$ cat config.mk
export PLATFORM = sky130hd
export DESIGN_NAME = dmem_access_unit
export DESIGN_NICKNAME = d
export VERILOG_FILES = /design/src/rtl/dmem_access_unit.sv
export SDC_FILE = /design/constraint.sdc
export NUM_CORES = 1
export LEC_CHECK = 0
export CAP_MARGIN = 10
export CORE_UTILIZATION = 45
export CTS_BUF_LIST = sky130_fd_sc_hd__clkbuf_8
export DETAILED_ROUTE_END_ITERATION = 7
export PLACE_DENSITY = 0.83
export SLEW_MARGIN = 25
export SYNTH_ARGS = -nofsm -noshare
export SYNTH_HDL_FRONTEND = slang
export SYNTH_SLANG_ARGS = --single-unit
$ cat constraint.sdc
create_clock -name clk -period 4.2 [get_ports clk]
set_clock_uncertainty 0.2 [all_clocks]
set_input_delay 0.63 -clock clk [delete_from_list [all_inputs] [get_ports clk]]
set_output_delay 0.63 -clock clk [all_outputs]
set_load 0.02 [all_outputs]
$ cat src/rtl/dmem_access_unit.sv
// Memory-stage load/store front end: runs one valid/ready data-memory access per
// pipeline op, stalls the pipeline while in flight, and hands load data to the formatter.
module dmem_access_unit #(
  parameter int unsigned ADDR_W         = 32,
  parameter int unsigned TIMEOUT_CYCLES = 255
) (
  input  logic              clk,
  input  logic              rst_n,
  input  logic              MemRead,
  input  logic              MemWrite,
  input  logic [2:0]        funct3,
  input  logic [ADDR_W-1:0] addr,
  input  logic [31:0]       store_data,
  output logic              stall,
  output logic              misaligned,
  output logic              bus_error,
  output logic              mem_req_valid,
  input  logic              mem_req_ready,
  output logic [ADDR_W-1:0] mem_addr,
  output logic              mem_we,
  output logic [3:0]        mem_wstrb,
  output logic [31:0]       mem_wdata,
  input  logic              mem_rsp_valid,
  input  logic [31:0]       mem_rsp_data,
  output logic [31:0]       DMEM_word,
  output logic [1:0]        byte_offset,
  output logic [2:0]        load_funct3,
  output logic              load_valid
);

  localparam int unsigned CNT_W = 8;
  localparam logic [CNT_W-1:0] TIMEOUT_LAST = CNT_W'(TIMEOUT_CYCLES - 1);

  typedef enum logic [1:0] {IDLE, REQ, WAIT, DONE} state_t;

  state_t            state, state_d;
  logic [CNT_W-1:0]  cnt, cnt_d;
  logic [1:0]        cap_off, cap_off_d;
  logic [2:0]        cap_f3, cap_f3_d;

  logic              misaligned_d, bus_error_d, load_valid_d;
  logic              mem_req_valid_d, mem_we_d;
  logic [ADDR_W-1:0] mem_addr_d;
  logic [3:0]        mem_wstrb_d;
  logic [31:0]       mem_wdata_d;
  logic [31:0]       dmem_word_d;
  logic [1:0]        byte_offset_d;
  logic [2:0]        load_funct3_d;

  logic              op_present, op_legal, op_misaligned;
  logic [3:0]        st_wstrb;
  logic [31:0]       st_wdata;

  // A simultaneous read+write request is handled as a read
  assign op_present    = MemRead | MemWrite;
  assign op_legal      = MemRead ? (funct3 inside {3'b000, 3'b001, 3'b010, 3'b100, 3'b101})
                                 : (funct3 inside {3'b000, 3'b001, 3'b010});
  assign op_misaligned = ((funct3[1:0] == 2'b01) && addr[0]) ||
                         ((funct3[1:0] == 2'b10) && (addr[1:0] != 2'b00));

  // Store byte lanes; reads carry no strobes or data
  always_comb begin
    st_wstrb = 4'b0000;
    st_wdata = 32'h0;
    if (!MemRead) begin
      case (funct3[1:0])
        2'b00: begin
          st_wstrb = 4'b0001 << addr[1:0];
          st_wdata = {4{store_data[7:0]}};
        end
        2'b01: begin
          st_wstrb = 4'b0011 << addr[1:0];
          st_wdata = {2{store_data[15:0]}};
        end
        2'b10: begin
          st_wstrb = 4'b1111;
          st_wdata = store_data;
        end
        default: ;
      endcase
    end
  end

  // Next-state and next-output logic
  always_comb begin
    state_d         = state;
    cnt_d           = cnt;
    cap_off_d       = cap_off;
    cap_f3_d        = cap_f3;
    mem_req_valid_d = mem_req_valid;
    mem_addr_d      = mem_addr;
    mem_we_d        = mem_we;
    mem_wstrb_d     = mem_wstrb;
    mem_wdata_d     = mem_wdata;
    dmem_word_d     = DMEM_word;
    byte_offset_d   = byte_offset;
    load_funct3_d   = load_funct3;
    misaligned_d    = 1'b0;
    bus_error_d     = 1'b0;
    load_valid_d    = 1'b0;
    stall           = 1'b0;

    case (state)
      IDLE: begin
        if (op_present && op_legal) begin
          if (op_misaligned) begin
            misaligned_d = 1'b1;
          end else begin
            stall           = 1'b1;
            state_d         = REQ;
            mem_req_valid_d = 1'b1;
            mem_addr_d      = {addr[ADDR_W-1:2], 2'b00};
            mem_we_d        = ~MemRead;
            mem_wstrb_d     = st_wstrb;
            mem_wdata_d     = st_wdata;
            cap_off_d       = addr[1:0];
            cap_f3_d        = funct3;
          end
        end
      end
      REQ: begin
        stall = 1'b1;
        if (mem_req_ready) begin
          mem_req_valid_d = 1'b0;
          if (mem_we) begin
            state_d = DONE;
          end else begin
            state_d = WAIT;
            cnt_d   = '0;
          end
        end
      end
      WAIT: begin
        stall = 1'b1;
        cnt_d = cnt + CNT_W'(1);
        // A response arriving on the last allowed cycle still completes the load
        if (mem_rsp_valid) begin
          state_d       = DONE;
          dmem_word_d   = mem_rsp_data;
          byte_offset_d = cap_off;
          load_funct3_d = cap_f3;
          load_valid_d  = 1'b1;
        end else if (cnt == TIMEOUT_LAST) begin
          state_d     = IDLE;
          bus_error_d = 1'b1;
        end
      end
      DONE: begin
        state_d = IDLE;
      end
      default: begin
        state_d = IDLE;
      end
    endcase
  end

  // State and registered outputs
  always_ff @(posedge clk or negedge rst_n) begin
    if (!rst_n) begin
      state         <= IDLE;
      cnt           <= '0;
      cap_off       <= '0;
      cap_f3        <= '0;
      mem_req_valid <= 1'b0;
      mem_addr      <= '0;
      mem_we        <= 1'b0;
      mem_wstrb     <= '0;
      mem_wdata     <= '0;
      DMEM_word     <= '0;
      byte_offset   <= '0;
      load_funct3   <= '0;
      misaligned    <= 1'b0;
      bus_error     <= 1'b0;
      load_valid    <= 1'b0;
    end else begin
      state         <= state_d;
      cnt           <= cnt_d;
      cap_off       <= cap_off_d;
      cap_f3        <= cap_f3_d;
      mem_req_valid <= mem_req_valid_d;
      mem_addr      <= mem_addr_d;
      mem_we        <= mem_we_d;
      mem_wstrb     <= mem_wstrb_d;
      mem_wdata     <= mem_wdata_d;
      DMEM_word     <= dmem_word_d;
      byte_offset   <= byte_offset_d;
      load_funct3   <= load_funct3_d;
      misaligned    <= misaligned_d;
      bus_error     <= bus_error_d;
      load_valid    <= load_valid_d;
    end
  end

endmodule
== Word level (Yosys, flattened, before mapping) ==
Cells that the tools add are included.
Operators by class
  $add $sub $neg: 1
  equality and inequality tests: 15
  shift-type cells: 2
  mux-type cells: 30
  bitwise operators: 3
  reduce and logical (&&, ||, !) cells: 18
Operators by type and width (count)
  $pmux 32 s3: 1
  $mux 32: 1
  $mux 8: 2
  $pmux 8 s2: 1
  $mux 1: 15
  $pmux 4 s3: 1
  $mux 2: 5
  $add 8x1->8 const B: 1
  $eq 8x8->1 const B: 1
  $ne 2x2->1 const B: 4
  $pmux 2 s4: 1
  $reduce_and 4->1: 2
  $eq 2x2->1 const B: 3
  $eq 3x3->1 const B: 2
  $reduce_and 3->1: 2
  $reduce_bool 2->1: 3
  $reduce_bool 5->1: 1
  $eq 2x1->1 const B: 2
  $logic_not 2->1: 2
  $mux 4: 1
  $pmux 1 s2: 2
  $shl 1x2->4 const A: 1
  $shl 2x2->4 const A: 1
  $eq 3x1->1 const B: 1
  10 further kinds: 13
Word-level totals
  register bits after elaboration: 123
  bits of input ports: 105
  logic and storage cells: 84

== Longest topological paths before layout ==
Gate-level depths: netlist of the first run.
  depth in word-level cells: 6
  depth in mapped cells: 8

== Worst setup path before layout of the first run ==
OpenSTA, ideal clock, no wires.
  path type: input port to output port
  start: in funct3[1]
  end: out stall
  arrival time: 1.754 ns
  data required time: 3.370 ns
  slack: 1.616 ns
  stages: 7
  cells stage by stage: buf_2 -> nor2b_2 -> a2bb2oi_2 -> and3_1 -> buf_2 -> nor2_1 -> nor2_1
Between the ends
  cells in the longest elaborated chain, start to end: 6
Ends and longest elaborated chain
  start: declaration: RTL line 11  | input logic [2:0] funct3,
  $eq 3x1->1 (tied with other cells): RTL line 56, 57
  $reduce_bool 5->1 (tied with other cells): RTL line 56  | assign op_legal = MemRead ? (funct3 inside {3'b000, 3'b001, 3'b010, 3'b100, 3'b101})
  $mux 1 or $logic_or 1x1->1 (tied branches): RTL line 56, 58
  $logic_and 1x1->1 or $mux 1 (tied branches): RTL line 105, 106
  $mux 1 *: RTL line 105  | if (op_present && op_legal) begin
  $pmux 1 s2 *: RTL line 103  | case (state)
  end: declaration: RTL line 14  | output logic stall,
Mark *: on every way between the ends. The rest lies on a longest branch, timed or not.

== Worst setup path in the final report of the first run ==
Same ends and word-level chain as after synthesis.

==> summary.md, run 1 <==
| Metric | Value |
|---|---|
| PwrDens | 706 mW/mm² |
| Most frequent cells in the layout | clkdlybuf4s50_1, nand2_1, dfrtp_1 |
| Post_cts resized | 0 |
| R2r endpoint | DMEM_word[18] |
| Slew @ Worst Pin | ~0.9 ns |
| Die height | between 100 and 150 µm |
| First-pass GRT wire length | 23.2 mm |
| Async S/R FF share, synth | 100% |
| Pre-antenna DRT Iters | 5 |
| Vias | 4514 |
| Worst setup EP type | output port |
| Critical Path Start Type | input port |
| Post-CTS Setup Bufs | 0 |
| PortBufs | 213 |
| Final hold vios | 0 |
| Lkg Pwr | 3.54 nW |
| Antenna violations before repair | 0 |
| Synth Warn # | 0 |
| R2r startpoint | state[0] |
| Commonest non-fill, non-tap cell in the layout | clkdlybuf4s50_1 |
| Area of the mapped netlist | 0.00531 mm² |
| Htree depth | 4 |
| Register area share after synthesis | 58.0% |
| P&R area growth vs syn | 50.0% |
| Clock Latency Late Sink | 0.42 ns |
| Total CTS buffers | 17 |
| Vias/cell | 5.13 |
| Tot Pwr | about 5.6 mW |
| Status | complete, no violations |
| Flop-to-flop setup slack | 1.67 ns |
| Hold Crit Class | input port to async pin |
| Average routed wire per standard cell | 16.2 µm |
| Worst Path Arrival | 2.70 ns |
| Worst-path clk slew | roughly 0.080 ns |
| # IOs | 216 |
| CP required | roughly 3.4 ns |
| Clk buf depth | 2 |
| Die ar. | 0.0122 mm² |
| Hold_buf cts | 0 |
| GP Congestion | about 0.84 |
| Synth Flop Type | dfrtp_1 |
| RSZ-0062 raised after global routing | no |
| Maximum clock frequency | roughly 280 MHz |
| Number of global-route vias before repair | ~4600 |
| Iter 0 DRT Violations | 244 |
| Syn Area/Cell | 10.3 µm² |
| Maximum Capacitance Violations | 0 |
| Core area | 0.0115 mm² |
| Largest net degree at the start of global routing | 78 |
| Seq cells post-synth | 123 |
| Global Route Usage Sum | 24.1% |
| Cell count after synthesis | just over 500 |
| Chip width | 111 µm |
| Clk sinks | 123 |
| Period utilisation layout | 84.0% |
| # fillers | 881 |
| Max-slew headroom | 38.8% |
| Worst vdd ir | 0.422 mV |
| Initial core utilization | 46.3% |
| CTS tree | built |
| Diodes inserted | 0 |
| Yosys top cell by area | dfrtp_1 |
| Share of the synthesized area in the top cell type | 58.0% |
| Layout Nets | 836 |
| Remaining DRCs | 0 |
| Synth cell types | 41 |
| Sequential standard cell area | 0.00308 mm² |
| Gr ovfl total | 0 |
| Final setup violation count | 0 |
| Post-DP HPWL | 10.4 mm |
| Final ANT Viol Nets | 0 |
| EDFF count, synth | 0 |
| Standard-cell rows | 39 |
| Worst r2r path cells | 5 |
| Area of the multi-input gates | 0.00207 mm² |
| Min Hold Slack | ~0.053 ns |
| Post-Route WL | 14.3 mm |
| Root Buffer | clkbuf_8 |
| Max-slew violations | 0 |
| Top cells by area, synth | dfrtp_1, nand2_1, mux2_2 |
| Final TNS setup | 0 ns |
| Critical setup path kind | input port to output port |
| Critical Path Fanout Max | 10 |
| Minimum clock period | 3.53 ns |
| Share of cells above drive strength 1 | 11.5% |
==> critical path, cell delays in order <==
cell	delay, ns
clkdlybuf4s50_1	0.59
nor2b_2	0.26
a2bb2oi_2	0.25
and3_1	0.22
nor2_1	0.05
nor2_1	0.08
clkdlybuf4s50_1	0.61
==> cell families (layout without fill, tap and decap cells) <==
| kind of cell | count (synthesis) | in the layout | synth area share (%) |
|---|---|---|---|
| compound gates | 85 | 85 | 10.0 |
| xor+xnor | 2 | 2 | 0.330 |
| fa+ha+maj | 7 | 7 | 1.65 |
| buf+inv | 39 | 259 | 3.35 |
| flops | 123 | 123 | 58.0 |
| mux | 46 | 46 | 9.55 |
| other cells | 1 | 2 | 0.0707 |
| simple gates | 213 | 213 | 17.1 |
==> flip-flops by register name, indices dropped and copies added, names as in the netlist <==
| register | cells |
|---|---|
| mem_addr | 30 |
| mem_we | 1 |
| mem_req_valid | 1 |
| cap_f3 | 3 |
| misaligned | 1 |
| state | 2 |
| DMEM_word | 32 |
| mem_wstrb | 4 |
| mem_wdata | 32 |
| load_valid | 1 |
| cap_off | 2 |
| load_funct3 | 3 |
| cnt | 8 |
| byte_offset | 2 |
| bus_error | 1 |
==> cell usage after synthesis, drive strengths merged (2+ instances only) <==
library cell and number:
a21oi 30, o31ai 27, nor2 20, o21ai 19
ha 7, nand2b 9, clkbuf 10, or3 2
mux2i 9, nand3 4, nor2b 15, buf 23
dfrtp 123, inv 6, xnor2 2, mux2 37
nand2 154, a22o 2, nor3 3
==> metrics by stage <==
step                util, %  setup slack [ns]  cell area, µm²  cells
floorplan                 -              1.62            5310    517
finish                 69.4             0.671            7960    880
detailed placement     65.8             0.661            7550    848
global placement       65.8             0.661            7550    848
CTS                    69.4             0.651            7960    880
global route           69.4             0.564            7960    880
==> how the worst max path moves through the flow <==
stage / start / endpoint / slack [ns]
final: funct3[1] / stall / 0.67
after global routing: funct3[1] / stall / 0.56
after CTS: funct3[1] / stall / 0.65
after detailed placement: funct3[1] / stall / 0.66
after global placement: funct3[0] / stall / 0.66
after floorplan: funct3[1] / stall / 1.62
==> area by class of cell <==
type,count,share of cell area (%)
clock buffers,21,3.63
inverters,6,0.283
flip-flops and latches,123,38.7
well taps,143,2.25
multi-input cells,355,26.0
repair buffers,221,27.7
clock inverters,11,1.51
==> metal layers <==
| metal | vias up | GRT usage, % | part of all wire, % |
|---|---|---|---|
| li1 | 2135 | - | - |
| met1 | 2144 | 28.3 | 40 |
| met2 | 207 | 39.9 | 49 |
| met3 | 28 | 8.45 | 8.3 |
| met4 | 0 | 10.5 | 2.4 |
| met5 | - | 0 | 0 |
==> power by group <==
part,internal [mW],switching [mW]
clock,0.587,0.466
combinational,1.26,1.35
sequential,1.68,0.276
total,3.53,2.09
No activity file was read; power rests on OpenSTA's default activity.
==> run 2, diff against run 1 <==
==> constraint.sdc (replaced) <==
create_clock -name clk -period 3.4 [get_ports clk]
set_clock_uncertainty 0.2 [all_clocks]
set_input_delay 0.51 -clock clk [delete_from_list [all_inputs] [get_ports clk]]
set_output_delay 0.51 -clock clk [all_outputs]
set_load 0.02 [all_outputs]
==> run 2 against run 1 <==
  * Die area stayed put
  * Sequential cell count unchanged
  * Combinational power grew 25%
  * Final cell count is 0.34% higher
  * Non-clock buffer count is 5 higher
  * Sequential share of layout area fell by 0.055 points
  * Utilization is 0.098 points higher
  * Global-route usage decreased by 0.14 points
  * Count of clock-buffer cells in the layout shrank 2
  * Sequential power is 23% higher
==> summary.md, run 2 (synthesis gave the netlist of run 1 again) <==
| Metric | Value |
|---|---|
| Status | complete, no violations |
| Pre-antenna DRT Iters | 4 |
| Commonest non-fill, non-tap cell in the layout | clkdlybuf4s50_1 |
| Worst-path clk slew | 0.06 ns |
| Max-slew violations | 0 |
| Largest net degree at the start of global routing | a little over 90 |
| Initial core utilization | 46.3% |
| Diodes inserted | 0 |
| Die height | ~110 µm |
| Post_cts resized | 0 |
| Die ar. | 0.0122 mm² |
| Worst setup EP type | output port |
| Gr ovfl total | 0 |
| Slew @ Worst Pin | between 0.7 and 0.8 ns |
| Vias | about 4500 |
| Delay of the slowest critical-path stage | 0.60 ns |
| Final setup violation count | 0 |
| CP Buf/Inv Count | 2 |
| Post-Route WL | 14.1 mm |
| CTS tree | built |
| Critical Path Fanout Max | 5 |
| PwrDens | 862 mW/mm² |
| Maximum Capacitance Violations | 0 |
| Post-DP HPWL | 10.4 mm |
| Sequential standard cell area | roughly 0.0031 mm² |
| Dpl cells | 852 |
| Post-CTS Setup Bufs | 0 |
| First-pass GRT wire length | about 23 mm |
| Clk buf depth | 2 |
| Clock Latency Late Sink | just over 0.4 ns |
| Htree depth | 4 |
| # fillers | just under 900 |
| Tot Pwr | approximately 6.9 mW |
| Most frequent cells in the layout | clkdlybuf4s50_1, nand2_1, dfrtp_1 |
| Crit path cell chain | clkdlybuf4s50_1 -> o21ai_0 -> o21a_1 -> and3_1 -> nor2_1 -> nor2_1 -> clkdlybuf4s50_1 |
| P&R area growth vs syn | 50.2% |
| Chip width | 111 µm |
| Global Route Usage Sum | 24.0% |
| Share of cells above drive strength 1 | 11.6% |
| Antenna violations before repair | 0 |
| Hold Crit Class | register to register |
| Worst Path Arrival | 2.40 ns |
| Number of global-route vias before repair | 4676 |
| Final hold vios | 0 |
| Period utilisation layout | 91.5% |
| Clk sinks | 123 |
| Root Buffer | clkbuf_8 |
| CP required | 2.69 ns |
| Iter 0 DRT Violations | 147 |
| Average routed wire per standard cell | 16.0 µm |
| Worst vdd ir | 0.561 mV |
| Final ANT Viol Nets | 0 |
| Slowest CP cell | clkdlybuf4s50_1 |
| Standard-cell rows | 39 |
| Remaining DRCs | 0 |
| Maximum clock frequency | 321 MHz |
| Vias/cell | 5.12 |
| Core Util, Final | between 60% and 70% |
| Final non-filler cell total | 883 |
| Core area | 0.0115 mm² |
| GP Congestion | approximately 0.83 |
| Crit path max-delay family | buffers and inverters |
| Final TNS setup | 0 ns |
| Critical setup path kind | input port to output port |
| Minimum clock period | approximately 3.1 ns |
| Leading registers by flop count | DMEM_word x32, mem_wdata x32, mem_addr x30 |
| Lkg Pwr | 3.57 nW |
| Total CTS buffers | 17 |
| DP Area | 0.00759 mm² |
| Critical Path Start Type | input port |
| Hold_buf cts | 1 |
| PortBufs | 213 |
| # IOs | approximately 220 |
| RSZ-0062 raised after global routing | no |
| Layout Nets | 841 |
| Post-route cell area | 0.00797 mm² |
| Area of the multi-input gates | 0.00207 mm² |
| Max-slew headroom | 53.1% |
==> run 2: cell count changes in the layout (fill, tap and decap cells not counted), sizes merged <==
cell | before | now
buf | 9 | 13
clkbuf | 21 | 19
clkinvlp | 4 | 2
clkinv | 3 | 4
dlygate4sd3 | 0 | 1
inv | 8 | 9
==> run 2: final cells by class <==
type	count	area share, %
Clock buffer	19	3.28
Multi-Input combinational cell	355	25.9
Inverter	6	0.283
Sequential cell	123	38.6
Tap cell	143	2.24
Timing Repair Buffer	226	28.3
Clock inverter	11	1.33
==> run 2: worst paths after layout <==
kind / start / endpoint / slack [ns] / cells after the start
min in group asynchronous: rst_n / mem_wdata[29] / 0.42 / 2
max in group asynchronous: rst_n / mem_wstrb[3] / 1.81 / 3
min: cap_f3[1] / cap_f3[1] / 0.27 / 2
min reg2reg: cap_f3[1] / cap_f3[1] / 0.27 / 2
max reg2reg: state[0] / DMEM_word[16] / 0.92 / 5
max: funct3[0] / stall / 0.29 / 7
==> run 2: per-layer routing <==
metal  vias to the layer above  track usage (%)  share of wire, %
met3                        30             7.90               7.2
met4                         0             10.2               2.4
met5                         -                0                 0
li1                       2143                -                 -
met2                       184             40.6                49
met1                      2162             27.7                41
==> run 2: per-stage QoR <==
step / setup slack [ns] / hold slack (ns)
3_5_place_dp: 0.282 / 0.262
3_3_place_gp: 0.319 / 0.256
2_1_floorplan: 1.06 / 0.0144
5_1_grt: 0.149 / 0.299
6_report: 0.289 / 0.270
4_1_cts: 0.281 / 0.279
==> run 2: power breakdown <==
group          leakage (nW)  internal [mW]  total, mW  switching (mW)
Clock                 0.197          0.668       1.21           0.538
Combinational          1.81           1.58       3.26            1.68
Sequential             1.56           2.08       2.41           0.328
Total                  3.57           4.33       6.87            2.54
==> run 2: worst min-delay path, delay by kind of cell, from the launching register on <==
| kind | cells | cell delay, ns |
|---|---|---|
| DFF | 1 | 0.34 |
| and+or+nand+nor | 2 | 0.10 |
